File: src/rtl/ones_pattern_gen.sv
// Thermometer frame generator: emits WIDTH serial bits (MSB first) holding the
// requested number of ones in the LSBs, and assembles them into a parallel word.
module ones_pattern_gen #(
  parameter int WIDTH = 16,
  parameter int CW    = 5
) (
  input  logic             clk,
  input  logic             rst_n,
  input  logic             start,
  input  logic [CW-1:0]    count_in,
  output logic             busy,
  output logic             ser_valid,
  output logic             ser_out,
  output logic [WIDTH-1:0] DATA,
  output logic             done,
  output logic             err
);

  typedef enum logic [1:0] {
    IDLE  = 2'd0,
    SHIFT = 2'd1,
    DONE  = 2'd2
  } state_t;

  localparam logic [CW-1:0] WIDTH_C  = CW'(WIDTH);
  localparam logic [CW-1:0] LAST_IDX = CW'(WIDTH - 1);

  state_t             state_q, state_d;
  logic [CW-1:0]      tgt_q, tgt_d;
  logic [CW-1:0]      idx_q, idx_d;
  logic               ovf_q, ovf_d;
  logic [WIDTH-1:0]   data_q, data_d;
  logic               busy_q, busy_d;
  logic               ser_valid_q, ser_valid_d;
  logic               ser_out_q, ser_out_d;
  logic               done_q, done_d;
  logic               err_q, err_d;

  // Every output is a flop, so ser_out_d is computed from the index the bit
  // will be presented with (idx_d), not the current one.
  always_comb begin
    // NOTE: defaults first, so every path assigns every _d and no latch is inferred.
    state_d     = state_q;
    tgt_d       = tgt_q;
    idx_d       = idx_q;
    ovf_d       = ovf_q;
    data_d      = data_q;
    busy_d      = busy_q;
    ser_valid_d = ser_valid_q;
    ser_out_d   = ser_out_q;
    done_d      = 1'b0;
    err_d       = 1'b0;

    unique case (state_q)
      IDLE: begin
        if (start) begin
          // NOTE: blocking '=' in combinational logic, so ovf_d is usable on the next line.
          ovf_d       = (count_in > WIDTH_C);
          tgt_d       = ovf_d ? WIDTH_C : count_in;
          data_d      = '0;
          idx_d       = LAST_IDX;
          busy_d      = 1'b1;
          ser_valid_d = 1'b1;
          ser_out_d   = (LAST_IDX < tgt_d);
          state_d     = SHIFT;
        end
      end

      SHIFT: begin
        data_d = {data_q[WIDTH-2:0], ser_out_q};
        if (idx_q == '0) begin
          // Last bit consumed; idx stays at 0 rather than wrapping.
          ser_valid_d = 1'b0;
          ser_out_d   = 1'b0;
          done_d      = 1'b1;
          err_d       = ovf_q;
          state_d     = DONE;
        end else begin
          idx_d     = idx_q - CW'(1);
          ser_out_d = (idx_d < tgt_q);
        end
      end

      DONE: begin
        busy_d  = 1'b0;
        state_d = IDLE;
      end

      default: begin
        state_d     = IDLE;
        busy_d      = 1'b0;
        ser_valid_d = 1'b0;
        ser_out_d   = 1'b0;
      end
    endcase
  end

  // NOTE: sequential state uses non-blocking '<=' so all flops update from pre-edge values.
  always_ff @(posedge clk or negedge rst_n) begin
    if (!rst_n) begin
      state_q     <= IDLE;
      tgt_q       <= '0;
      idx_q       <= LAST_IDX;
      ovf_q       <= 1'b0;
      data_q      <= '0;
      busy_q      <= 1'b0;
      ser_valid_q <= 1'b0;
      ser_out_q   <= 1'b0;
      done_q      <= 1'b0;
      err_q       <= 1'b0;
    end else begin
      state_q     <= state_d;
      tgt_q       <= tgt_d;
      idx_q       <= idx_d;
      ovf_q       <= ovf_d;
      data_q      <= data_d;
      busy_q      <= busy_d;
      ser_valid_q <= ser_valid_d;
      ser_out_q   <= ser_out_d;
      done_q      <= done_d;
      err_q       <= err_d;
    end
  end

  assign busy      = busy_q;
  assign ser_valid = ser_valid_q;
  assign ser_out   = ser_out_q;
  assign DATA      = data_q;
  assign done      = done_q;
  assign err       = err_q;

endmodule

File: config.mk
export PLATFORM = sky130hd
export DESIGN_NAME = ones_pattern_gen
export DESIGN_NICKNAME = d
export VERILOG_FILES = /design/src/rtl/ones_pattern_gen.sv
export SDC_FILE = /design/constraint.sdc
export NUM_CORES = 1
export LEC_CHECK = 0
export BUFFER_PORTS_ARGS = -buffer_cell sky130_fd_sc_hd__buf_2
export CAP_MARGIN = 20
export CORE_ASPECT_RATIO = 0.6
export CORE_MARGIN = 2
export CORE_UTILIZATION = 30
export DETAILED_ROUTE_END_ITERATION = 6
export GPL_ROUTABILITY_DRIVEN = 0
export HOLD_SLACK_MARGIN = 0.05
export PLACE_DENSITY = 0.63
export SLEW_MARGIN = 10
export SYNTH_ARGS = -nofsm -noshare
export SYNTH_HDL_FRONTEND = slang
export SYNTH_SLANG_ARGS = --single-unit
File: constraint.sdc
create_clock -name clk -period 2.3 [get_ports clk]
set_clock_uncertainty 0.2 [all_clocks]
set_input_delay 0.115 -clock clk [delete_from_list [all_inputs] [get_ports clk]]
set_output_delay 0.115 -clock clk [all_outputs]
set_load 0.01 [all_outputs]
; Word-level counts from Yosys, hierarchy flattened
; Cells that the tools add are included.
[totals]
register_bits = 34
in_bits = 8
out_inout_bits = 21
[op_classes]
add_sub_neg = 1
magnitude_cmp = 3
eq_ne = 5
mux = 20
n_bitwise = 2
n_reduce_logical = 10
[ops]
columns = operator, n
row1 = 16-bit case mux with 2 select lines, 1
row2 = 16-bit 2-to-1 mux, 1
row3 = 5-bit 2-to-1 mux, 3
row4 = 5-bit case mux with 2 select lines, 1
row5 = 2-bit AND reduction, 5
row6 = 1-bit 2-to-1 mux, 8
row7 = 2-bit inequality test (second input constant), 3
row8 = 1-bit case mux with 3 select lines, 2
row9 = 3-bit AND reduction, 2
row10 = 5-bit > comparator (second input constant), 1
row11 = 5-bit logical NOT, 1
row12 = 4-bit by 5-bit < comparator with 1-bit output (first input constant), 1
row13 = 5-bit < comparator, 1
row14 = 5-bit by 1-bit subtractor with 5-bit output (second input constant), 1
row15 = 2-bit 2-to-1 mux, 2
row16 = 2-bit case mux with 2 select lines, 1
row17 = 2-bit by 1-bit == test with 1-bit output (second input constant), 1
row18 = 2-bit == test (second input constant), 1
row19 = 2-bit logical NOT, 1
row20 = 1-bit inverter, 2
row21 = 1-bit case mux with 2 select lines, 1
row22 = 2-bit nonzero test, 1

; Depth between registers and ports, before layout
[depth]
word_depth = 5
depth_mapped = 8
mapped_depth_nobuf = 8

; Least setup slack after synthesis
; Ideal clock, no wire load.
[synth_timing]
kind = reg2reg
from = register idx_q[0]
to = register ser_out_q (netlist: ser_out)
setup_time_ps = 82
arrival_ps = 1885
t_required_ps = 2018
setup_slack_ps = 133
stages_incl_launch_ff = 8
n_path_buf = 0
path_cell_list = dfstp_2 inv_1 ha_1 nor3b_2 xnor2_1 ha_1 a2111o_1 o22ai_1
[synth_via]
elab_chain_cells = 4
elab_cells_between_ends = 5
classes_between = add/sub (1) / order compare (1) / mux (2) / reduce/logical (1)
[synth_rtl]
columns = element, line
row1 = from (decl), 30  ; logic [CW-1:0] idx_q, idx_d;
row2 = from (signal assigned), 114  ; idx_q <= idx_d;
row3 = 5-bit by 1-bit subtractor with 5-bit output, 79  ; idx_d = idx_q - CW'(1);
row4 = 5-bit < comparator, 80  ; ser_out_d = (idx_d < tgt_q);
row5 = 1-bit 2-to-1 mux *, 71  ; if (idx_q == '0) begin
row6 = 1-bit case mux with 3 select lines *, 54  ; unique case (state_q)
row7 = to (signal assigned), 119  ; ser_out_q <= ser_out_d;
row8 = to (decl), 35  ; logic ser_out_q, ser_out_d;
; Mark *: on every way between the ends. The rest lies on a longest branch, timed or not.
; A chain may end at the register's enable or synchronous reset.

; Worst setup path in the final report
[layout_timing]
from = register idx_q[1]
to = register ser_out_q (netlist: ser_out)
; The elaborated chain is that of the path after synthesis.

==> impl_metrics.yaml <==
worst_hold_path:
  hold-path-cell-count: 4
  worst_hold_path_type: "primary input to flop"
timing:
  min_period_over_period_pct: 94.8
  finalHoldWorstSlack_ps: 175
  rsz_0062_raised_after_global_routing: "false"
  maxSlewHeadroom_pct: 46.9
  final_period_minus_worst_setup_slack_ps: 2180
  fin_tns_setup_ps: 0
  fmax_ghz: 0.459
  tightestPinTransition_ps: 797
  final-hold-violation-count: 0
  maxSlewViolCount: 0
  setup_viol_count_final: 0
yosys:
  synth.cell_area_mm2: 0.00144
  post_synth_main_area_contributors: "dfrtp_1 52%, a22o_1 9.7%, dfstp_2 7.3%, ha_1 4.3%, inv_1 2.6%"
  postSynthAreaPerCell_um2: 12.2
  synth_cell_types: 35
  synth.ff_latch_count: 34
  synth-warning-count: 0
  synth_enable_flop_cells: 0
  synth_sequential_area_ratio_pct: 59.3
  synth-async-reset-ratio_pct: 100
  synthDominantAreaCellType: "dfrtp_1"
  syn-instance-count: 118
  synth.net_count: 131
  yosys_most_used_dff: "dfrtp_1"
  yosys.area.top_type_share_pct: 52.0
floorplan:
  dieArea_mm2: 0.00540
  initial_utilization_pct: 31.4
  top_level_ports: 29
  row_count: 19
  height_of_the_chip_um: 57.7
  area_of_the_placeable_core_mm2: 0.00459
  chipWidth_um: 93.5
power_and_ir_drop:
  power.density_cell_area_mw_per_mm2: 1390
  power.leakage_uw: 0.000899
  peakVddDrop_v: 0.000327
  total_chip_power_uw: 2570
worst_setup_path:
  timing.critical_path.arrival_ps: 2180
  worst_setup_end_kind: "flop"
  reg2regPathDepth: 7
  required_time_of_the_critical_path_ps: 2300
  cp-start-kind: "flop"
  critical_path_peak_fanout: 3
  critical_path_start_end_classification: "flop to flop"
drt:
  drc: 0
  drt_iter0_drc: 79
  antenna_left: 0
  via_total_after_detailed_routing: 1059
  wire_per_inst_um: 13.3
  postRouteWirelength_mm: 2.99
  drtPass1Iterations: 4
  drt-vias-per-instance: 4.71
clocking:
  cts_resized: 0
  cts_made_buffers: 5
  tritoncts_clock_tree: "built"
  cts-root-to-sink-buffers: 2
  clock-root-buffer: "clkbuf_8"
  clock_sink_count: 34
  cts.clk_slew.worst_paths_ps: 60
  clk-insertion-delay-late_ps: 280
  cts_htree_levels: 2
final_layout:
  post_layout_instance_count_excluding_filler_cells: 225
  final_nets: 174
  area_growth_pct: 28.2
  post-route-util_pct: 40.3
  fraction_of_layout_cells_with_a_size_suffix_above_1_pct: 29.6
  layout_commonest_cell: "dfrtp_1"
  layout.cells.most_common_list: "30 x dfrtp_1, 28 x buf_2, 16 x a22o_1"
  antenna_diode_instance_count: 0
global_routing:
  gr-total-overflow: 0
  largest_net_degree_at_the_start_of_global_routing: 35
  gr-usage-met2_pct: 18.3
  busiest_layer: "met2"
  gr-usage-all-layers_pct: 12.1
  use_met1_pct: 16.5
  number_of_antenna_violations_at_the_first_check_in_global_routing: 0
  wire_length_of_the_first_global_routing_pass_mm: 5.05
  globalRouteMet3Util_pct: 3.77
  vias_in_the_first_global_route: 1034
status:
  status: "finished clean"
place:
  hpwlAfterDp_mm: 1.99
  placed_cells_incl_taps: 206
  io_buffer_count: 28
flow_run:
  drv.max_cap_violation_count: 0
## synthesized netlist by cell type, drive strengths merged (3+ instances only)
library cell  number
ha                 5
nand2              9
dfrtp             30
a22o              16
buf                3
inv               11
dfstp              4
a21oi              3
o21ai              6
nand2b             5
## cell type report
cell class                 count  area, µm²
clock inverter                 1       5.00
clock buffer                   7       86.3
fill                         445       2740
sequential                    34        856
inverter                      11       41.3
timing repair buffer          40        255
tap                           63       78.8
multi-input combinational     69        527
## worst paths after layout
kind                                           start              endpoint  slack (ps)
worst max-delay path            idx_q[1]$_DFFE_PN1P_   ser_out$_DFFE_PN0P_         120
max in group asynchronous                      rst_n   DATA[8]$_DFFE_PN0P_        1200
worst min-delay path                           start   ser_out$_DFFE_PN0P_         180
worst max register to register  idx_q[1]$_DFFE_PN1P_   ser_out$_DFFE_PN0P_         120
min in group asynchronous                      rst_n     ovf_q$_DFFE_PN0P_         230
worst min register to register  tgt_q[2]$_DFFE_PN0P_  tgt_q[2]$_DFFE_PN0P_         290
## power by group
| part | switching (µW) | total [µW] | internal, µW |
|---|---|---|---|
| Clock | 201 | 442 | 241 |
| Sequential | 191 | 1070 | 874 |
| Combinational | 547 | 1070 | 519 |
## through the flow
step	setup WS, ps	area (µm²)
6_report	120	1850
5_1_grt	25.5	1850
4_1_cts	83.9	1840
3_5_place_dp	96.9	1650
3_3_place_gp	158	1650
2_1_floorplan	133	1440
## sequential cells by signal, summed over array words and instances (netlist names)
| register | count |
|---|---|
| busy | 1 |
| ser_valid | 1 |
| tgt_q | 5 |
| ser_out | 1 |
| err | 1 |
| ovf_q | 1 |
| DATA | 16 |
| done | 1 |
| idx_q | 5 |
| state_q | 2 |
## routing by layer
| metal | vias up | share of wire (%) |
|---|---|---|
| li1 | 504 | - |
| met1 | 526 | 49 |
| met2 | 21 | 45 |
| met3 | 8 | 5.5 |
| met4 | 0 | 1.3 |
| met5 | - | 0 |
## repair_timing
action,in CTS,in global routing
hold endpoints to repair,37,0
endpoints found under the setup margin,0,1
hold buffers,10,0
buffers inserted,0,1
## worst max-delay path, stage by stage (launching register included)
cell and delay, ps:
dfstp_2 550, inv_1 40, ha_1 180, nor3b_2 190, xnor2_1 130, ha_1 300, a2111o_1 360, o22ai_1 160
## cells by family (layout without fill, tap and decap cells)
logic type | Yosys count | in the layout | share of synthesized area [%]
AOI/OAI and AO/OA | 35 | 35 | 19.6
buffers and inverters | 15 | 59 | 4.16
adders and majority gates | 5 | 5 | 4.34
and+or+nand+nor | 23 | 23 | 8.50
DFF | 34 | 34 | 59.3
muxes | 3 | 3 | 2.25
xor gates and xnor gates | 3 | 3 | 1.82
Note: power is estimated with default switching activity, not from simulation.
